`src/rtl/reset_boot_pkg.sv`:
```
// Shared types and constants for the board-level reset/boot sequencer:
// FSM state encoding, synchronizer depths and the soft-reset counter width.
package reset_boot_pkg;

    typedef enum logic [1:0] {
        SYNC = 2'd0,
        HOLD = 2'd1,
        RUN  = 2'd2
    } state_t;

    localparam int REQ_SYNC_STAGES = 2;
    localparam int RST_SYNC_STAGES = 2;
    localparam int COUNT_W         = 8;

    // Increment that sticks at all-ones instead of wrapping.
    function automatic logic [COUNT_W-1:0] sat_inc(input logic [COUNT_W-1:0] value);
        return (value == {COUNT_W{1'b1}}) ? value : value + 1'b1;
    endfunction

endpackage

```
`src/rtl/reset_boot_sequencer_reset_sync.sv`:
```
// reset_sync: N-stage reset synchronizer. All stages clear asynchronously when
// rst_n falls; after release a 1 ripples through one stage per clock.
// fill_next tells the consumer that the last stage fills on the coming edge,
// so logic can act on the same edge the synchronized reset releases.
module reset_sync
    import reset_boot_pkg::*;
#(
    parameter int STAGES = RST_SYNC_STAGES
) (
    input  logic clk,
    input  logic rst_n,
    output logic fill_next,
    output logic rst_n_sync
);

    logic [STAGES-1:0] stage_reg;
    logic [STAGES-1:0] shift_in;

    assign shift_in   = {stage_reg[STAGES-2:0], 1'b1};
    assign fill_next  = stage_reg[STAGES-2];
    assign rst_n_sync = stage_reg[STAGES-1];

    for (genvar gi = 0; gi < STAGES; gi++) begin : g_stage
        // One synchronizer flop: async clear, shifts toward the output on each edge
        always_ff @(posedge clk or negedge rst_n) begin
            if (!rst_n) begin
                stage_reg[gi] <= 1'b0;
            end else begin
                stage_reg[gi] <= shift_in[gi];
            end
        end
    end

endmodule

```
`src/rtl/reset_boot_sequencer.sv`:
```
// reset_boot_sequencer: board reset generator. reset_o asserts asynchronously
// with reset_n, releases synchronously CYCLES clocks after the reset
// synchronizer has filled, and can be re-triggered by a soft-reset button.
// Build option: define RESET_BOOT_DEBOUNCE_EN to require the synchronized
// button level to stay high for DEBOUNCE_CYCLES edges before acceptance.
module reset_boot_sequencer
    import reset_boot_pkg::*;
#(
    parameter int CYCLES          = 20,
    parameter int DEBOUNCE_CYCLES = 16
) (
    input  logic               clk,
    input  logic               reset_n,
    input  logic               sw_reset_req,
    output logic               reset_o,
    output logic               reset_n_o,
    output logic               boot_done,
    output logic [COUNT_W-1:0] reset_count
);

    localparam int CNT_W = $clog2(CYCLES + 1);

    localparam logic [1:0] ST_SYNC = SYNC;
    localparam logic [1:0] ST_HOLD = HOLD;
    localparam logic [1:0] ST_RUN  = RUN;

    if (CYCLES < 1 || DEBOUNCE_CYCLES < 1) begin : g_param_check
        $error("reset_boot_sequencer: CYCLES and DEBOUNCE_CYCLES must be >= 1");
    end

    logic                       rst_fill;
    logic                       rst_n_sync;
    logic [REQ_SYNC_STAGES-1:0] req_sync_reg;
    logic                       req_level;
    logic                       armed_reg;
    logic                       accept;
    logic [1:0]                 state_reg, state_next;
    logic [CNT_W-1:0]           hold_cnt_reg, hold_cnt_next;
    logic [COUNT_W-1:0]         count_reg, count_next;
    logic                       reset_o_reg, reset_n_o_reg, boot_done_reg;

    reset_sync #(
        .STAGES (RST_SYNC_STAGES)
    ) u_reset_sync (
        .clk        (clk),
        .rst_n      (reset_n),
        .fill_next  (rst_fill),
        .rst_n_sync (rst_n_sync)
    );

    assign req_level = req_sync_reg[REQ_SYNC_STAGES-1];

    // Bring the button into the clock domain; arm acceptance one edge after the
    // reset synchronizer releases so a level already high during SYNC is ignored
    always_ff @(posedge clk or negedge reset_n) begin
        if (!reset_n) begin
            req_sync_reg <= '0;
            armed_reg    <= 1'b0;
        end else begin
            req_sync_reg <= {req_sync_reg[REQ_SYNC_STAGES-2:0], sw_reset_req};
            armed_reg    <= rst_n_sync;
        end
    end

`ifdef RESET_BOOT_DEBOUNCE_EN
    localparam int DEB_W = $clog2(DEBOUNCE_CYCLES + 1);

    logic [DEB_W-1:0] deb_cnt_reg;
    logic             deb_done_reg;

    // Count consecutive high samples; any low sample restarts the count and
    // re-enables acceptance, so each high period is accepted at most once
    always_ff @(posedge clk or negedge reset_n) begin
        if (!reset_n) begin
            deb_cnt_reg  <= '0;
            deb_done_reg <= 1'b0;
        end else if (!armed_reg) begin
            deb_cnt_reg  <= '0;
            deb_done_reg <= req_level;
        end else if (!req_level) begin
            deb_cnt_reg  <= '0;
            deb_done_reg <= 1'b0;
        end else begin
            if (deb_cnt_reg != DEB_W'(DEBOUNCE_CYCLES)) begin
                deb_cnt_reg <= deb_cnt_reg + 1'b1;
            end
            if (accept) begin
                deb_done_reg <= 1'b1;
            end
        end
    end

    assign accept = armed_reg & req_level & ~deb_done_reg &
                    (deb_cnt_reg == DEB_W'(DEBOUNCE_CYCLES));
`else
    logic req_prev_reg;

    // Previous synchronized level for rising-edge detection
    always_ff @(posedge clk or negedge reset_n) begin
        if (!reset_n) begin
            req_prev_reg <= 1'b0;
        end else begin
            req_prev_reg <= req_level;
        end
    end

    assign accept = armed_reg & req_level & ~req_prev_reg;
`endif

    // Sequencer: wait for the synchronizer, hold for CYCLES edges, then run;
    // an accepted soft request (re)starts the hold from zero
    always_comb begin
        state_next    = state_reg;
        hold_cnt_next = hold_cnt_reg;
        count_next    = count_reg;
        case (state_reg)
            ST_SYNC: begin
                if (rst_fill) begin
                    state_next    = ST_HOLD;
                    hold_cnt_next = '0;
                end
            end
            ST_HOLD: begin
                if (accept) begin
                    hold_cnt_next = '0;
                    count_next    = sat_inc(count_reg);
                end else if (hold_cnt_reg == CNT_W'(CYCLES - 1)) begin
                    state_next    = ST_RUN;
                    hold_cnt_next = '0;
                end else begin
                    hold_cnt_next = hold_cnt_reg + 1'b1;
                end
            end
            ST_RUN: begin
                if (accept) begin
                    state_next    = ST_HOLD;
                    hold_cnt_next = '0;
                    count_next    = sat_inc(count_reg);
                end
            end
            default: begin
                state_next    = ST_SYNC;
                hold_cnt_next = '0;
            end
        endcase
    end

    // State and registered outputs; reset_n forces reset_o high without a clock
    always_ff @(posedge clk or negedge reset_n) begin
        if (!reset_n) begin
            state_reg     <= ST_SYNC;
            hold_cnt_reg  <= '0;
            count_reg     <= '0;
            reset_o_reg   <= 1'b1;
            reset_n_o_reg <= 1'b0;
            boot_done_reg <= 1'b0;
        end else begin
            state_reg     <= state_next;
            hold_cnt_reg  <= hold_cnt_next;
            count_reg     <= count_next;
            reset_o_reg   <= (state_next != ST_RUN);
            reset_n_o_reg <= (state_next == ST_RUN);
            boot_done_reg <= (state_next == ST_RUN);
        end
    end

    assign reset_o     = reset_o_reg;
    assign reset_n_o   = reset_n_o_reg;
    assign boot_done   = boot_done_reg;
    assign reset_count = count_reg;

endmodule

```
`config.mk`:
```
export PLATFORM = sky130hd
export DESIGN_NAME = reset_boot_sequencer
export DESIGN_NICKNAME = d
export VERILOG_FILES = /design/src/rtl/reset_boot_pkg.sv /design/src/rtl/reset_boot_sequencer_reset_sync.sv /design/src/rtl/reset_boot_sequencer.sv
export SDC_FILE = /design/constraint.sdc
export NUM_CORES = 1
export LEC_CHECK = 0
export BUFFER_PORTS_ARGS = -buffer_cell sky130_fd_sc_hd__buf_2
export CORE_MARGIN = 8
export CORE_UTILIZATION = 35
export DETAILED_ROUTE_END_ITERATION = 16
export GPL_TIMING_DRIVEN = 0
export PLACE_DENSITY = 0.62
export SYNTH_ARGS = -nofsm -noshare
export SYNTH_HDL_FRONTEND = slang
export SYNTH_SLANG_ARGS = --single-unit
```
`constraint.sdc`:
```
create_clock -name clk -period 1.3 [get_ports clk]
set_input_delay 0.065 -clock clk [delete_from_list [all_inputs] [get_ports clk]]
set_output_delay 0.065 -clock clk [all_outputs]
set_load 0.03 [all_outputs]
```
-- After elaboration in Yosys (flattened, before gate mapping)
Index checks and enable logic that the tools add are counted.
- flip-flop bits (word level): 23
- bits of input ports: 3
- output and inout bits: 11
- reduce and logical (&&, ||, !) cells: 4
- equality and inequality tests: 8
- add/sub/neg operators: 2
- multiplexer cells: 10
- bitwise operators: 4
- operator list (operator ; count):
    5-bit 2-to-1 mux ; 4
    5-bit one-hot mux with 3 select lines ; 1
    8-bit by 1-bit adder with 8-bit output, second input constant ; 1
    8-bit equality test, second input constant ; 1
    2-bit 2-to-1 mux ; 4
    2-bit one-hot mux with 3 select lines ; 1
    5-bit by 1-bit adder with 5-bit output, second input constant ; 1
    5-bit equality test, second input constant ; 1
    2-bit equality test, second input constant ; 2
    2-bit inequality test, second input constant ; 2
    3-bit AND reduction ; 1
    1-bit bitwise AND ; 2
    2-bit by 1-bit equality test with 1-bit output, second input constant ; 1
    2-bit logical NOT ; 1
    2-bit by 1-bit inequality test with 1-bit output, second input constant ; 1
    1-bit NOT ; 2
    2-bit AND reduction ; 1
    2-bit OR reduction ; 1

-- Depth between registers and ports, before layout
- depth in word-level cells: 5
- gate-level depth with buffers: 6
- depth with buffers taken out: 6

-- Modules after synthesis
From an unflattened synthesis, not the netlist that was laid out.
- cell total of the unflattened synthesis: 94
- area total of the unflattened synthesis: 1087.3 um^2
- modules (own cells, without submodules) (module ; sequential area each (um^2) ; area each (um^2) ; instances ; cells each):
    reset_boot_sequencer ; 526.8 ; 1033.5 ; 1 ; 91
    reset_sync ; 50.0 ; 53.8 ; 1 ; 3

-- Worst setup path before layout
No wires, ideal clock.
- path type: register to register
- start point: reg count_reg[0] (netlist: reset_count[0])
- end point: reg count_reg[1] (netlist: reset_count[1])
- cell stages (with the launch flop): 5
- setup slack: -0.326 ns
- buffers on the path: 0
- data arrival time: 1.501 ns
- path through: dfrtp_1 -> ha_1 -> nand3_1 -> o211ai_4 -> mux2_4
- word-level cells in the longest chain between the ends: 3
- ends and longest elaborated chain (item ; RTL line ; text):
    start, declared ; reset_boot_sequencer.sv:39 ; logic [COUNT_W-1:0] count_reg, count_next;
    start signal, assigned ; reset_boot_sequencer.sv:160 ; count_reg <= count_next;
    branches (longest 3 deep; another with 8-bit by 1-bit adder with 8-bit output) ; -- ;
Several ways; the timed one is not identified.
A chain may end at the register's enable or synchronous reset.

-- Worst setup path after layout
- start point: reg state_reg[0]
- end point: reg boot_done_reg (netlist: boot_done)
- word-level cells in the longest chain between the ends: 4
- ends and longest elaborated chain (item ; RTL line ; text):
    start, declared ; reset_boot_sequencer.sv:37 ; logic [1:0] state_reg, state_next;
    start signal, assigned ; reset_boot_sequencer.sv:158 ; state_reg <= state_next;
    2-bit 2-to-1 mux ; reset_boot_sequencer.sv:127 ; end else if (hold_cnt_reg == CNT_W'(CYCLES - 1)) begin
    2-bit 2-to-1 mux ; reset_boot_sequencer.sv:124 ; if (accept) begin
    2-bit one-hot mux with 3 select lines (*) ; reset_boot_sequencer.sv:116 ; case (state_reg)
    2-bit equality test (*) ; reset_boot_sequencer.sv:163 ; boot_done_reg <= (state_next == ST_RUN);
    end signal, assigned ; reset_boot_sequencer.sv:163 ;
    end, declared ; reset_boot_sequencer.sv:40 ; logic reset_o_reg, reset_n_o_reg, boot_done_reg;
Mark *: on every way between the ends. The rest lies on a longest branch, timed or not.

==> impl_metrics.csv <==
group,metric,value,unit
grt,grt_pass1_wl,3860,um
timing,finalHoldViolCount,0,
layout,stdcell_area,1460,um2
placed_design,numPortBuffers,13,
routing,totalWireLength,2170,um
critical_path,arrival,1670,ps
critical_path,start_kind,"flip-flop",
synth,synth_seq_cells,23,
die,fp.dieH,71.7,um
timing,tightest_slew,501,ps
routing,wl_met2,1150,um
power,p_sw,863,uW
layout,final_nets,137,
grt,track_usage,0.0914,
placed_design,globalplace.congestion,0.869,
power,combPwrFrac,0.432,
clocking,clockBufferDepth,2,
routing,antenna_left,0,
die,boundaryPins,14,
synth,syn_area_per_cell,11.4,um2
critical_path,cp.required,1500,ps
layout,finalCoreUtilization,0.487,
critical_path,crit_fanout,4,
die,fp.coreArea,3000,um2
layout,final_layout_size_suffix_gt1_frac,0.465,
layout,largest_register_ff_count,8,
die,start_util,0.362,
routing,initialDrtViolationCount,36,
synth,synth_compound_area_frac,0.137,
placed_design,place_area,1220,um2
critical_path,crit_path_end_kind,"flip-flop",
synth,yosys_warnings,0,
timing,fin_skew,11.8,ps
synth,synth_seq_area_share,0.531,
timing,hold_slack,231,ps
synth,synth_top_family_by_area,"simple AND/OR/NAND/NOR gates",
layout,syn2layout_area_growth,34.6,%
synth,syn-cell-area,1090,um2
grt,grt_max_degree,24,
layout,seqCellArea,581,um2
synth,synth.distinct_cells,34,
power,seqPwrFrac,0.421,
run_status,outcome,"finished with violations",
placed_design,place_ws,-240,ps
routing,dr.pass1.iters,4,
power,leakage,0.672,nW
layout,fill_cells,282,
critical_path,worstSetupPathType,"reg -> reg",
synth,synth_xor_area_frac,0.0565,
synth,yosys.area_share.simple,0.168,
power,powerDensity,1560,nW/um2
grt,grt.overflow.total,0,
clocking,ctsRootBufferMaster,"clkbuf_4",
clocking,cts_tree,"yes",
timing,fin_ws,-169,ps
flow_run,drv_cap,0,
timing,final-max-slew-violation-count,0,
timing,setup_viol,17,
power,clkPwrFrac,0.147,
layout,antenna_cells,0,
routing,top_layer,"met3",
grt,grt_pass1_vias,898,
timing,fin_crit_sh,1.13,
hold_path,holdCritPathClass,"in -> async",
power,finalPower,2.28,mW
clocking,clkTransAtPathRegs,130,ps
die,num_rows,20,
power,vdd_ir_drop_max,0.979,mV
synth,synthMuxAreaShare,0.0138,
critical_path,cp_cell_sequence,"inv_2 -> ha_4 -> and2b_1 -> a21o_1 -> o21ai_2 -> a211oi_2",
routing,via_count,831,
routing,via_per_inst,5.19,
power,p_sw_frac,0.378,
critical_path,slowest_delay,430,ps
routing,dr_wl_met3,86,um
routing,wl_met1,929,um
run_status,violations,"setup timing",
synth,synth-adder-area-share,0.0691,
die,dieArea,5140,um2
power,internal-power,1.42,mW
clocking,clock_latency,310,ps
timing,rsz0062_at_grt,"yes",
clocking,cts.sinks,23,
timing,max_slew_margin,0.666,
synth,syn_inst,95,
timing,fmax,0.681,GHz
placed_design,dpl.hpwl,1470,um
layout,multi_input_area,601,um2
routing,avgRoutedWirePerCell,13.6,um
critical_path,critical_path.slowest_cell,"dfrtp_1",
critical_path,rrSetupSlack,-170,ps
synth,synth_nets,104,
clocking,cts_buffers,3,
clocking,htreeDepth,1,
grt,grt_antenna_before_repair,0,
die,die_w,71.7,um
routing,route.detailed.drc,0,
timing,fin_crit,1470,ps
-- cell type report --
type | instances | share of cell area
Multi-Input combinational cell | 67 | 0.411
Sequential cell | 23 | 0.397
Timing Repair Buffer | 28 | 0.128
Tap cell | 33 | 0.0283
Clock buffer | 3 | 0.0154
Inverter | 4 | 0.0103
Clock inverter | 1 | 0.00514
Buffer | 1 | 0.00514
-- cell usage in the layout, fill, tap and decap left out, drive strengths merged, types with 2 or more instances in the layout --
master / count
a21oi: 4
ha: 6
nand2b: 4
nand2: 6
nor2: 4
buf: 27
xor2: 6
nor3: 3
inv: 4
nand3: 7
o21ai: 6
dlygate4sd3: 2
clkbuf: 3
a211oi: 2
dfrtp: 22
-- final timing paths --
path / cells after the start / start / endpoint
setup / recovery: 6 / state_reg[0]$_DFF_PN0_ / boot_done$_DFF_PN0_
hold / removal: 2 / reset_n / req_sync_reg[1]$_DFF_PN0_
setup reg to reg: 6 / state_reg[0]$_DFF_PN0_ / boot_done$_DFF_PN0_
hold reg to reg: 0 / req_sync_reg[0]$_DFF_PN0_ / req_sync_reg[1]$_DFF_PN0_
max in group asynchronous: 2 / reset_n / reset_o$_DFF_PN1_
min in group clk: 0 / req_sync_reg[0]$_DFF_PN0_ / req_sync_reg[1]$_DFF_PN0_
-- through the flow --
step | cells | setup TNS (ps)
CTS | 159 | -1120
global placement | 141 | -1560
global route | 160 | -2770
detailed placement | 141 | -2020
finish | 160 | -1400
floorplan | 95 | -946
-- power groups by stage --
stage / clock [mW] / sequential, mW / combinational, mW
after floorplan: 0 / 1.07 / 0.397
after global placement: 0 / 0.988 / 0.639
after detailed placement: 0 / 0.994 / 0.662
after CTS: 0.355 / 0.958 / 0.951
after global routing: 0.378 / 0.979 / 1.09
final: 0.335 / 0.961 / 0.985
-- per-layer routing --
layer / up-vias / track usage
met1: 416 / 0.0975
met2: 16 / 0.166
met4: 0 / 0.0181
met3: 0 / 0.0349
met5: - / 0
li1: 399 / -
-- critical path: cells and delay by family, from the launching register on --
family | cells | cell delay (ps)
flops | 1 | 430
compound gates | 3 | 490
fa+ha+maj | 1 | 170
simple gates | 1 | 180
buf+inv | 1 | 80
-- timing repair --
action                                  4_1_cts  5_1_grt
pin swaps                                    11        0
buffers inserted                             12        1
hold buffers                                  2        0
endpoints found under the setup margin       16       17
gates cloned                                  0        0
resized for setup                            16        6
endpoints found under the hold margin        23        0
-- Yosys cell counts --
library cell	n	area [um2]
xor2_1	6	52.6
a21o_1	1	7.51
a211oi_1	2	15.0
a21oi_1	4	20.0
nand4b_1	1	8.76
inv_1	4	15.0
conb_1	1	3.75
nor2b_1	1	6.26
nand2b_1	4	25.0
and2_1	1	6.26
o211ai_4	1	21.3
xnor2_1	1	8.76
o21ai_1	2	10.0
a211o_1	1	8.76
and2b_1	1	7.51
nand2_1	6	22.5
ha_1	6	75.1
o21ai_0	4	20.0
and3b_2	1	10.0
a21boi_0	1	7.51
nor3_1	3	15.0
nor2_1	4	15.0
buf_4	1	7.51
mux2_4	1	15.0
nand4_2	1	12.5
o2bb2ai_1	1	8.76
o22ai_1	1	6.26
dfstp_2	1	26.3
nand3_1	7	35.0
nand4bb_1	1	11.3
dfrtp_1	22	551
nand3b_1	1	7.51
a311oi_1	1	8.76
a221oi_2	1	15.0
-- cell families after synthesis --
family                     Yosys count
AOI/OAI and AO/OA                   20
buffers and inverters                5
adders and majority gates            6
xor gates and xnor gates             7
muxes                                1
DFF                                 23
other                                1
and+or+nand+nor                     32
Note: power is estimated with default switching activity, not from simulation.
